===== src/rtl/braille_rom_sequencer_pkg.sv =====
// braille_seq_pkg
// Shared definitions for the Braille trainer ROM walk controller:
//   - seq_state_e : controller state encoding (IDLE, WAIT, PRESENT, DONE)
//   - DEF_*       : default address width, ROM word width and ROM read latency
package braille_seq_pkg;

    localparam int DEF_ADDR_W   = 3;
    localparam int DEF_DATA_W   = 16;
    localparam int DEF_READ_LAT = 2;

    typedef enum logic [1:0] {
        ST_IDLE    = 2'd0,
        ST_WAIT    = 2'd1,
        ST_PRESENT = 2'd2,
        ST_DONE    = 2'd3
    } seq_state_e;

endpackage


===== src/rtl/seq_wait_timer.sv =====
// seq_wait_timer
// Up-counter that measures the ROM read latency at each address.
// Ports:
//   clk    in  clock, rising edge
//   rst    in  asynchronous active-low reset (count -> 0)
//   clr_i  in  synchronous clear to 0 (has priority over enable)
//   en_i   in  count enable; the count saturates at READ_LAT
//   term_o out count == READ_LAT
module seq_wait_timer #(
    parameter int READ_LAT = 2
) (
    input  logic clk,
    input  logic rst,
    input  logic clr_i,
    input  logic en_i,
    output logic term_o
);

    localparam int CNT_W = (READ_LAT < 1) ? 1 : $clog2(READ_LAT + 1);
    localparam logic [CNT_W-1:0] TERM_CNT = CNT_W'(READ_LAT);

    logic [CNT_W-1:0] count_q;

    // Holding at the terminal value keeps the counter inside its
    // $clog2(READ_LAT+1) range regardless of how long the FSM lingers.
    always_ff @(posedge clk or negedge rst) begin
        if (!rst) begin
            count_q <= '0;
        end else if (clr_i) begin
            count_q <= '0;
        end else if (en_i && (count_q != TERM_CNT)) begin
            count_q <= count_q + CNT_W'(1);
        end
    end

    assign term_o = (count_q == TERM_CNT);

endmodule


===== src/rtl/braille_rom_sequencer.sv =====
// braille_rom_sequencer
// Walks a ROM address from FIRST_ADDR to LAST_ADDR, waits READ_LAT cycles at
// each address, captures the ROM word and holds it until the consumer
// acknowledges it. Supports one-shot or looping passes and restart from DONE.
// Ports:
//   clk        in   clock, rising edge
//   rst        in   asynchronous active-low reset
//   start      in   begin a pass (accepted in IDLE/DONE only)
//   loop       in   at the last word's acknowledge: 1 = wrap, 0 = finish
//   advance    in   consumer acknowledge of data_out
//   q          in   ROM read data
//   address    out  registered ROM address
//   data_out   out  captured ROM word
//   data_valid out  data_out holds an unacknowledged word
//   busy       out  high in WAIT and PRESENT
//   done       out  high in DONE
module braille_rom_sequencer
    import braille_seq_pkg::*;
#(
    parameter int ADDR_W     = DEF_ADDR_W,
    parameter int DATA_W     = DEF_DATA_W,
    parameter int FIRST_ADDR = 0,
    parameter int LAST_ADDR  = 5,
    parameter int READ_LAT   = DEF_READ_LAT
) (
    input  logic              clk,
    input  logic              rst,
    input  logic              start,
    input  logic              loop,
    input  logic              advance,
    input  logic [DATA_W-1:0] q,
    output logic [ADDR_W-1:0] address,
    output logic [DATA_W-1:0] data_out,
    output logic              data_valid,
    output logic              busy,
    output logic              done
);

    if (READ_LAT < 1) begin : g_bad_lat
        $error("braille_rom_sequencer: READ_LAT must be >= 1");
    end
    if ((FIRST_ADDR < 0) || (FIRST_ADDR > LAST_ADDR) ||
        (LAST_ADDR > (2 ** ADDR_W) - 1)) begin : g_bad_range
        $error("braille_rom_sequencer: need FIRST_ADDR <= LAST_ADDR <= 2^ADDR_W-1");
    end

    localparam logic [ADDR_W-1:0] FIRST_A = ADDR_W'(FIRST_ADDR);
    localparam logic [ADDR_W-1:0] LAST_A  = ADDR_W'(LAST_ADDR);

    seq_state_e        state_q;
    logic [ADDR_W-1:0] addr_q;
    logic [ADDR_W-1:0] addr_next_d;
    logic [DATA_W-1:0] data_q;
    logic              valid_q;
    logic              busy_q;
    logic              done_q;

    logic              timer_clr;
    logic              timer_en;
    logic              timer_term;

    // Counter restarts whenever a new address is issued: on an accepted start
    // or on an acknowledge that moves to another word.
    assign timer_clr = (((state_q == ST_IDLE) || (state_q == ST_DONE)) && start) ||
                       ((state_q == ST_PRESENT) && advance);
    assign timer_en  = (state_q == ST_WAIT);

    seq_wait_timer #(
        .READ_LAT (READ_LAT)
    ) u_timer (
        .clk    (clk),
        .rst    (rst),
        .clr_i  (timer_clr),
        .en_i   (timer_en),
        .term_o (timer_term)
    );

    // Address following an acknowledge that does not finish the pass. The
    // increment never runs past LAST_ADDR; the only wrap is the explicit loop.
    always_comb begin
        addr_next_d = addr_q;
        if (addr_q != LAST_A) begin
            addr_next_d = addr_q + ADDR_W'(1);
        end else begin
            addr_next_d = FIRST_A;
        end
    end

    always_ff @(posedge clk or negedge rst) begin
        if (!rst) begin
            state_q <= ST_IDLE;
            addr_q  <= FIRST_A;
            data_q  <= '0;
            valid_q <= 1'b0;
            busy_q  <= 1'b0;
            done_q  <= 1'b0;
        end else begin
            case (state_q)
                ST_IDLE, ST_DONE: begin
                    if (start) begin
                        addr_q  <= FIRST_A;
                        done_q  <= 1'b0;
                        busy_q  <= 1'b1;
                        state_q <= ST_WAIT;
                    end
                end
                ST_WAIT: begin
                    if (timer_term) begin
                        data_q  <= q;
                        valid_q <= 1'b1;
                        state_q <= ST_PRESENT;
                    end
                end
                ST_PRESENT: begin
                    if (advance) begin
                        valid_q <= 1'b0;
                        if ((addr_q != LAST_A) || loop) begin
                            addr_q  <= addr_next_d;
                            state_q <= ST_WAIT;
                        end else begin
                            // Finish: address stays on LAST_ADDR, word is kept.
                            done_q  <= 1'b1;
                            busy_q  <= 1'b0;
                            state_q <= ST_DONE;
                        end
                    end
                end
                default: begin
                    state_q <= ST_IDLE;
                end
            endcase
        end
    end

    assign address    = addr_q;
    assign data_out   = data_q;
    assign data_valid = valid_q;
    assign busy       = busy_q;
    assign done       = done_q;

endmodule

===== config.mk =====
export PLATFORM = sky130hd
export DESIGN_NAME = braille_rom_sequencer
export DESIGN_NICKNAME = d
export VERILOG_FILES = /design/src/rtl/braille_rom_sequencer_pkg.sv /design/src/rtl/seq_wait_timer.sv /design/src/rtl/braille_rom_sequencer.sv
export SDC_FILE = /design/constraint.sdc
export NUM_CORES = 1
export LEC_CHECK = 0
export CAP_MARGIN = 10
export CORE_ASPECT_RATIO = 0.6
export CORE_MARGIN = 3
export CORE_UTILIZATION = 48
export CTS_CLUSTER_DIAMETER = 60
export DETAILED_ROUTE_END_ITERATION = 6
export GPL_TIMING_DRIVEN = 0
export PLACE_DENSITY = 0.86
export SLEW_MARGIN = 10
export SYNTH_ARGS = -nofsm -noshare
export SYNTH_HDL_FRONTEND = slang
export SYNTH_SLANG_ARGS = --single-unit

===== constraint.sdc =====
create_clock -name clk -period 4.4 [get_ports clk]
set_input_delay 1.32 -clock clk [delete_from_list [all_inputs] [get_ports clk]]
set_output_delay 1.32 -clock clk [all_outputs]
set_load 0.01 [all_outputs]

==> run_results.csv, run 1 <==
group,metric,value,unit
run_status,status,"finished, final reports clean",
sta,drv_slew,0,
critical_path,critPathSlowestCell,"clkdlybuf4s50_1",
sta,rsz0062_at_grt,"no",
placement,gp_congestion,0.773,
cts,cts_buffer_depth,2,
layout,syn_to_final_growth,39.7,%
die,rows,13,
routing,first_pass_iters,4,
critical_path,worstPathArrival,1.33,ns
critical_path,crit_chain,"clkdlybuf4s50_1",
worst_hold_path,hp-start,"data_out[4]",
routing,drc,0,
yosys,ys_top_cells_by_area,"dfrtp_1, mux2_4, mux2_2, ha_1, a21oi_1",
job,max-cap-violations,0,
yosys,netlist-cell-type-count,28,
yosys,ys_top_cells_by_count,"dfrtp_1, mux2_4, a21oi_1, mux2_2",
critical_path,cp_num_buf_inv,1,
sta,skew,0.00226,ns
sta,fin_crit_sh,60.1,%
routing,num_vias,932,
yosys,syn_nets,123,
routing,detail-route-antenna-nets,0,
sta,hold_viol_final,0,
critical_path,worstReg2RegStart,"state_q[0]",
yosys,synth_edf_count,0,
sta,fmax,378,MHz
yosys,synth_ff_type,"dfrtp_1",
cts,cts_sinks,26,
worst_hold_path,holdPathStages,1,
critical_path,cp_max_fo,8,
global_routing,grt_pass1_wl,4890,um
placement,io_buffers,42,
die,dieArea,0.00326,sq mm
cts,cts_hold_buf,0,
cts,cts.reportedPaths.clkPinSlew,0.08,ns
cts,cts_made_buffers,3,
layout,fin_util,75.3,%
global_routing,grt_pass1_vias,986,
worst_hold_path,holdPathEnd,"data_out[4]",
global_routing,grt_max_degree,27,
routing,wl,2930,um
die,die-width,71.7,um
sta,min_period,2.65,ns
cts,cts_resized,0,
power_and_ir_drop,p_leak,0.791,nW
sta,setup_violations,0,
yosys,ys_seq_area_share,52.3,%
power_and_ir_drop,peakVddDrop,0.000390,V
sta,worst_pin_slew,0.560,ns
yosys,async_flop_share,100,%
placement,dp_hpwl,2270,um
global_routing,grtUsageTotal,20.3,%
routing,vias_per_cell,5.39,
yosys,yosysMostFrequentCell,"dfrtp_1",
cts,cts_root_buffer,"clkbuf_8",
die,start_util,53.9,%
critical_path,start_kind,"flip-flop",
yosys,syn_avg_cell_area,12.7,sq um
cts,cts_tree,"built",
die,ios,43,
cts,cts_setup_buffers,0,
worst_hold_path,min_path_type,"reg2reg",
layout,layout-drive-gt1-share,16.8,%
layout,fin_nets,170,
critical_path,r2r_cells,6,
global_routing,overflow,0,
sta,tns,0,ns
sta,slew_headroom,62.7,%
global_routing,antenna_found_initial,0,
critical_path,max_stage_delay,0.59,ns
power_and_ir_drop,power_density,660,mW/mm^2
die,core,0.00231,sq mm
yosys,synth_area,0.00124,sq mm
power_and_ir_drop,power.total,1.15,mW
yosys,ys_warn_count,0,
critical_path,critical_path_required,3.08,ns
critical_path,critPathKind,"reg2out",
die,chipHeight,45.5,um
yosys,synth_top_area_share,52.3,%
cts,h-tree-depth,1,
yosys,synthCells,98,
routing,drtIter0Drc,54,
critical_path,worst_r2r_endpoint,"address[1]",
yosys,yosysTopAreaCell,"dfrtp_1",
routing,wl_per_cell,16.9,um
cts,insertion_delay,0.27,ns
yosys,ys_ff_latch,26,
critical_path,cp_top_family,"buffers and inverters",
layout,fillers,158,
layout,diodes,0,
critical_path,endpoint_kind,"output pin",
sta,hold_ws,0.513,ns
critical_path,reg2reg_slack,2.78,ns
cell families (layout without fill, tap and decap cells):
group	count (synthesis)	in the layout	synth area share (%)
flip-flops	26	26	52.3
AND/OR/NAND/NOR	23	23	11.1
AO/OA/AOI/OAI	21	21	11.1
multiplexers	16	16	17.5
buffers and inverters	7	52	3.42
adder cells (fa/ha/maj)	4	4	4.02
XOR/XNOR	1	1	0.704
state kept, by name, summed over array words and instances, names as in the netlist:
name	count
done	1
busy	1
data_out	16
u_timer.count_q	2
data_valid	1
state_q	2
address	3
stage by stage:
stage          instance area (sq um)  cells  worst slack [ns]
2_1_floorplan                   1240     98              2.33
3_3_place_gp                    1700    170              1.70
3_5_place_dp                    1700    170              1.70
4_1_cts                         1740    173              1.75
5_1_grt                         1740    173              1.68
6_report                        1740    173              1.75
worst reg2reg max path, delay by kind of cell (launching register included):
kind            cells  cell delay [ns]
flops               1             0.43
buf+inv             2             0.20
simple gates        1             0.10
fa+ha+maj           1             0.40
compound gates      2             0.39
area by class of cell:
| cell class | count | area, sq um | area share [%] |
|---|---|---|---|
| plain buffers | 3 | 27.5 | 1.58 |
| clock buffers | 3 | 41.3 | 2.37 |
| inverters | 4 | 15.0 | 0.863 |
| multi-input cells | 65 | 552 | 31.7 |
| flip-flops and latches | 26 | 651 | 37.4 |
| well taps | 30 | 37.5 | 2.16 |
| repair buffers | 42 | 415 | 23.9 |
worst max-delay path by stage:
stage,startpoint,endpoint,slack (ns),depth (start not counted)
global route,address[1],address[1],1.68,1
finish,address[1],address[1],1.75,1
global placement,rst,address[2],1.70,1
detailed placement,rst,address[1],1.70,1
floorplan,start,address[1],2.33,4
CTS,address[1],address[1],1.75,1
placed cells by master (no fill, tap or decap), types with 2 or more instances in the layout:
cell type        count
mux2_4              10
mux2_2               6
a31oi_1              5
o21ai_0              2
clkdlybuf4s50_1     41
nand2_1              5
ha_1                 4
nor2_1               4
buf_6                2
nand2b_1             3
o2bb2ai_1            3
nor2b_1              2
buf_2                2
clkbuf_8             3
nor3b_1              2
a21oi_1              7
inv_1                4
dfrtp_1             26
report_power, final:
part	internal, mW	switching [mW]	leakage [nW]
combinational	0.351	0.264	0.460
sequential	0.338	0.0624	0.310
clock	0.0613	0.0705	0.0216
total	0.750	0.397	0.791
per-layer routing:
| metal | global-route usage, % | vias to the layer above | routed length (um) | share of wire (%) |
|---|---|---|---|---|
| met5 | 0 | - | 0 | 0 |
| met2 | 34.3 | 31 | 1450 | 50 |
| met4 | 4.12 | 0 | 8 | 0.27 |
| met1 | 26.1 | 458 | 1270 | 43 |
| li1 | - | 441 | - | - |
| met3 | 6.61 | 2 | 195 | 6.7 |
No activity file was read; power rests on OpenSTA's default activity.
==> run 2: changes to the inputs <==
Settings changed: CORE_UTILIZATION 48 to 40, PLACE_DENSITY 0.86 to 0.77.
Clock period 4.4 ns to 2.4 ns, I/O delays scaled along.
==> run 2 against run 1 <==
Net effect:
- first-iteration DRC count fell by 24%
- sequential share of layout area fell by 0.56 points
- critical path depth unchanged
==> run_results.csv, run 2 (synthesis results as in run 1) <==
group,metric,value,unit
cts,insertion_delay,0.27,ns
global_routing,antenna_found_initial,0,
critical_path,worstPathArrival,1.32,ns
sta,postLayoutSetupSlackWorst,0.355,ns
layout,fillers,229,
critical_path,endpoint_kind,"output pin",
die,dieArea,0.00384,sq mm
global_routing,grt_max_degree,27,
global_routing,grtUsageTotal,15.4,%
power_and_ir_drop,power_density,1200,mW/mm^2
global_routing,grt_pass1_vias,962,
run_status,status,"finished, final reports clean",
routing,num_vias,916,
global_routing,grt_pass1_wl,4570,um
cts,cts.reportedPaths.clkPinSlew,0.09,ns
critical_path,critical_path_required,1.68,ns
cts,cts_tree,"built",
placement,dp_hpwl,2200,um
job,max-cap-violations,0,
die,start_util,45.6,%
global_routing,overflow,0,
routing,detail-route-antenna-nets,0,
layout,most-common-layout-cells,"clkdlybuf4s50_1, dfrtp_1, mux2_4, a21oi_1, mux2_2",
sta,worst_pin_slew,0.580,ns
cts,cts_resized,0,
routing,vias_per_cell,4.98,
layout,stdcell_count,184,
sta,tns,0,ns
cts,cts_made_buffers,3,
routing,wl,2850,um
cts,cts_setup_buffers,0,
layout,fin_nets,170,
die,ios,43,
power_and_ir_drop,peakVddDrop,0.000625,V
sta,skew,0.00515,ns
layout,layout-drive-gt1-share,17.4,%
sta,hold_ws,0.442,ns
sta,rsz0062_at_grt,"no",
placement,dp_cells,180,
die,chipHeight,49.2,um
sta,setup_violations,0,
placement,gp_congestion,0.797,
placement,io_buffers,42,
routing,drc,0,
placement,post_dp_cell_area,0.00172,sq mm
die,core,0.00273,sq mm
routing,drtIter0Drc,41,
critical_path,critPathKind,"reg2out",
sta,fmax,489,MHz
cts,cts_hold_buf,0,
critical_path,cp_top_family,"buffers and inverters",
layout,diodes,0,
layout,fin_util,64.6,%
critical_path,crit_chain,"clkdlybuf4s50_1",
critical_path,cp_num_cells,1,
critical_path,startpoint,"address[0]",
power_and_ir_drop,p_leak,0.799,nW
critical_path,max_stage_delay,0.59,ns
critical_path,critPathSlowestCell,"clkdlybuf4s50_1",
cts,h-tree-depth,1,
cts,cts_buffer_depth,2,
sta,hold_viol_final,0,
power_and_ir_drop,power.total,2.11,mW
layout,largest_register_ff_count,16,
layout,syn_to_final_growth,41.8,%
worst_hold_path,min_path_type,"in2async",
layout,final_common_cell,"clkdlybuf4s50_1",
critical_path,start_kind,"flip-flop",
placement,dp_slack,0.248,ns
critical_path,cp_num_buf_inv,1,
sta,fin_crit_sh,85.2,%
routing,wl_per_cell,15.5,um
critical_path,r2r_cells,6,
die,die-width,78.0,um
cts,cts_root_buffer,"clkbuf_8",
die,rows,14,
sta,slew_headroom,61.3,%
sta,drv_slew,0,
layout,finalInstanceArea,0.00177,sq mm
critical_path,cp_max_fo,7,
sta,min_period,2.04,ns
routing,first_pass_iters,4,
critical_path,worstReg2RegStart,"state_q[0]",
cts,cts_sinks,26,
## run 2: cell count changes in the layout (fill, tap and decap cells not counted), sizes merged
cell,delta
clkbuf,+1
## run 2: report_power, final
part / switching (mW) / internal, mW / total [mW]
registers: 0.110 / 0.620 / 0.730
clock network: 0.133 / 0.146 / 0.280
logic: 0.462 / 0.641 / 1.10
total: 0.705 / 1.41 / 2.11
## run 2: routing by layer
| layer | up-vias | part of all wire, % | global-route usage (%) |
|---|---|---|---|
| li1 | 443 | - | - |
| met1 | 448 | 42 | 18.2 |
| met2 | 23 | 52 | 28.6 |
| met3 | 2 | 4.2 | 4.06 |
| met4 | 0 | 0.81 | 2.62 |
| met5 | - | 0 | 0 |
## run 2: area by class of cell
type	count	area, sq um	share of cell area (%)
tap	40	50.0	2.83
inverter	4	15.0	0.850
clock buffer	4	55.1	3.12
timing repair buffer	42	415	23.5
sequential	26	651	36.9
multi-input combinational	65	552	31.3
buffer	3	27.5	1.56
## run 2: worst paths after layout
kind | slack (ns) | end
worst max-delay path | 0.36 | address[0]
worst min-delay path | 0.44 | data_out[15]
worst max register to register | 0.82 | address[1]
worst min register to register | 0.52 | data_out[3]
max in group asynchronous | 1.58 | data_out[7]
min in group clk | 0.52 | data_out[3]
## run 2: worst reg2reg max path: cells and delay by family (launching register included)
family	cells	cell delay (ns)
flip-flops	1	0.41
adder cells (fa/ha/maj)	1	0.39
AO/OA/AOI/OAI	2	0.39
buffers and inverters	2	0.20
AND/OR/NAND/NOR	1	0.10
==> run 3: changes to the inputs <==
Settings changed: REMOVE_ABC_BUFFERS set to 1.
==> run 3 against run 2 <==
Net effect:
- global-route usage fell by 1.1 points
- clock skew decreased by 0.00098 ns
- sequential cell count is the same
- non-clock buffer count shrank 3
- die area stayed put
- final cell count fell by 1.6%
- worst setup slack lost 0.019 ns
- via count grew 2.5%
- clock power is 27% higher
- sequential power hardly changed
- critical endpoint is now address[1]
- core utilization down 0.41 points
==> run_results.csv, run 3 (synthesis results as in run 1) <==
group,metric,value,unit
sta,hold_viol_final,0,
die,ios,43,
layout,final_common_cell,"clkdlybuf4s50_1",
sta,fin_crit_sh,86.0,%
cts,cts_sinks,26,
routing,detail-route-antenna-nets,0,
cts,cts_buffer_depth,2,
placement,dp_cells,177,
global_routing,grtUsageTotal,14.3,%
sta,rsz0062_at_grt,"no",
layout,diodes,0,
run_status,status,"finished, final reports clean",
cts,cts_resized,0,
layout,largest_register_ff_count,16,
global_routing,grt_pass1_vias,869,
routing,drc,0,
power_and_ir_drop,power_density,1230,mW/mm^2
power_and_ir_drop,peakVddDrop,0.000544,V
global_routing,grt_max_degree,27,
layout,fin_nets,167,
layout,layout-drive-gt1-share,15.6,%
die,rows,14,
die,die-width,78.0,um
die,dieArea,0.00384,sq mm
cts,cts.reportedPaths.clkPinSlew,0.09,ns
critical_path,max_stage_delay,0.59,ns
routing,num_vias,939,
cts,cts_hold_buf,0,
global_routing,grt_pass1_wl,4320,um
sta,min_period,2.06,ns
critical_path,critical_path_required,1.68,ns
worst_hold_path,min_path_type,"in2async",
cts,insertion_delay,0.27,ns
layout,fillers,222,
sta,fmax,485,MHz
critical_path,crit_chain,"clkdlybuf4s50_1",
global_routing,antenna_found_initial,0,
sta,drv_slew,0,
cts,h-tree-depth,1,
power_and_ir_drop,p_leak,0.788,nW
critical_path,worstPathArrival,1.34,ns
placement,gp_congestion,0.753,
critical_path,endpoint_kind,"output pin",
cts,cts_made_buffers,3,
layout,syn_to_final_growth,40.9,%
routing,vias_per_cell,5.19,
critical_path,start_kind,"flip-flop",
sta,setup_violations,0,
routing,first_pass_iters,4,
die,core,0.00273,sq mm
sta,tns,0,ns
cts,cts_setup_buffers,0,
critical_path,cp_top_family,"buffers and inverters",
die,chipHeight,49.2,um
layout,most-common-layout-cells,"clkdlybuf4s50_1, dfrtp_1, mux2_4, a21oi_1, mux2_2",
routing,wl,2650,um
sta,skew,0.00418,ns
placement,dp_hpwl,1960,um
sta,worst_pin_slew,0.551,ns
placement,io_buffers,42,
critical_path,critPathKind,"reg2out",
critical_path,critPathSlowestCell,"clkdlybuf4s50_1",
sta,slew_headroom,63.3,%
layout,finalInstanceArea,0.00175,sq mm
placement,post_dp_cell_area,0.00169,sq mm
global_routing,overflow,0,
sta,postLayoutSetupSlackWorst,0.336,ns
routing,drtIter0Drc,69,
layout,stdcell_count,181,
routing,wl_per_cell,14.6,um
die,start_util,45.6,%
critical_path,cp_max_fo,8,
placement,dp_slack,0.258,ns
critical_path,cp_num_buf_inv,1,
sta,hold_ws,0.427,ns
cts,cts_tree,"built",
job,max-cap-violations,0,
cts,cts_root_buffer,"clkbuf_8",
run 3: changes by cell type in the layout (fill, tap and decap cells not counted), sizes merged:
cell / previous run / this run
bufinv: 0 / 1
clkbuf: 4 / 3
buf: 4 / 1
run 3: report_power, final:
part / total, mW / leakage (nW) / switching (mW) / internal (mW)
clock: 0.355 / 0.0357 / 0.132 / 0.223
combinational: 1.08 / 0.443 / 0.460 / 0.618
sequential: 0.727 / 0.310 / 0.107 / 0.620
total: 2.16 / 0.788 / 0.699 / 1.46
run 3: per-stage QoR:
step	util [%]	total power, mW
final	64.2	2.16
after detailed placement	61.8	1.81
after global routing	64.2	2.29
after CTS	64.4	2.18
after floorplan	-	1.35
after global placement	61.8	1.77
run 3: area by class of cell:
cell class | instances | area [sq um] | share of cell area (%)
Sequential cell | 26 | 651 | 37.1
Multi-Input combinational cell | 65 | 552 | 31.5
Timing Repair Buffer | 42 | 415 | 23.7
Tap cell | 40 | 50.0 | 2.85
Clock buffer | 3 | 41.3 | 2.35
Clock inverter | 1 | 30.0 | 1.71
Inverter | 4 | 15.0 | 0.856
run 3: path summary, 6_finish.rpt:
kind                                  start          end  slack (ns)  cells past startpoint
worst max-delay path             address[1]   address[1]        0.34                      1
min in group clk                data_out[1]  data_out[1]        0.51                      1
worst min-delay path                    rst   data_valid        0.43                      1
worst min register to register  data_out[1]  data_out[1]        0.51                      1
max in group asynchronous               rst  data_out[3]        1.61                      1
worst max register to register   state_q[0]   state_q[1]        0.69                      5
run 3: per-layer routing:
metal / GRT usage (%) / part of all wire (%)
met1: 19.8 / 46
met2: 21.3 / 46
met3: 4.24 / 6.4
met4: 5.23 / 1.2
met5: 0 / 0
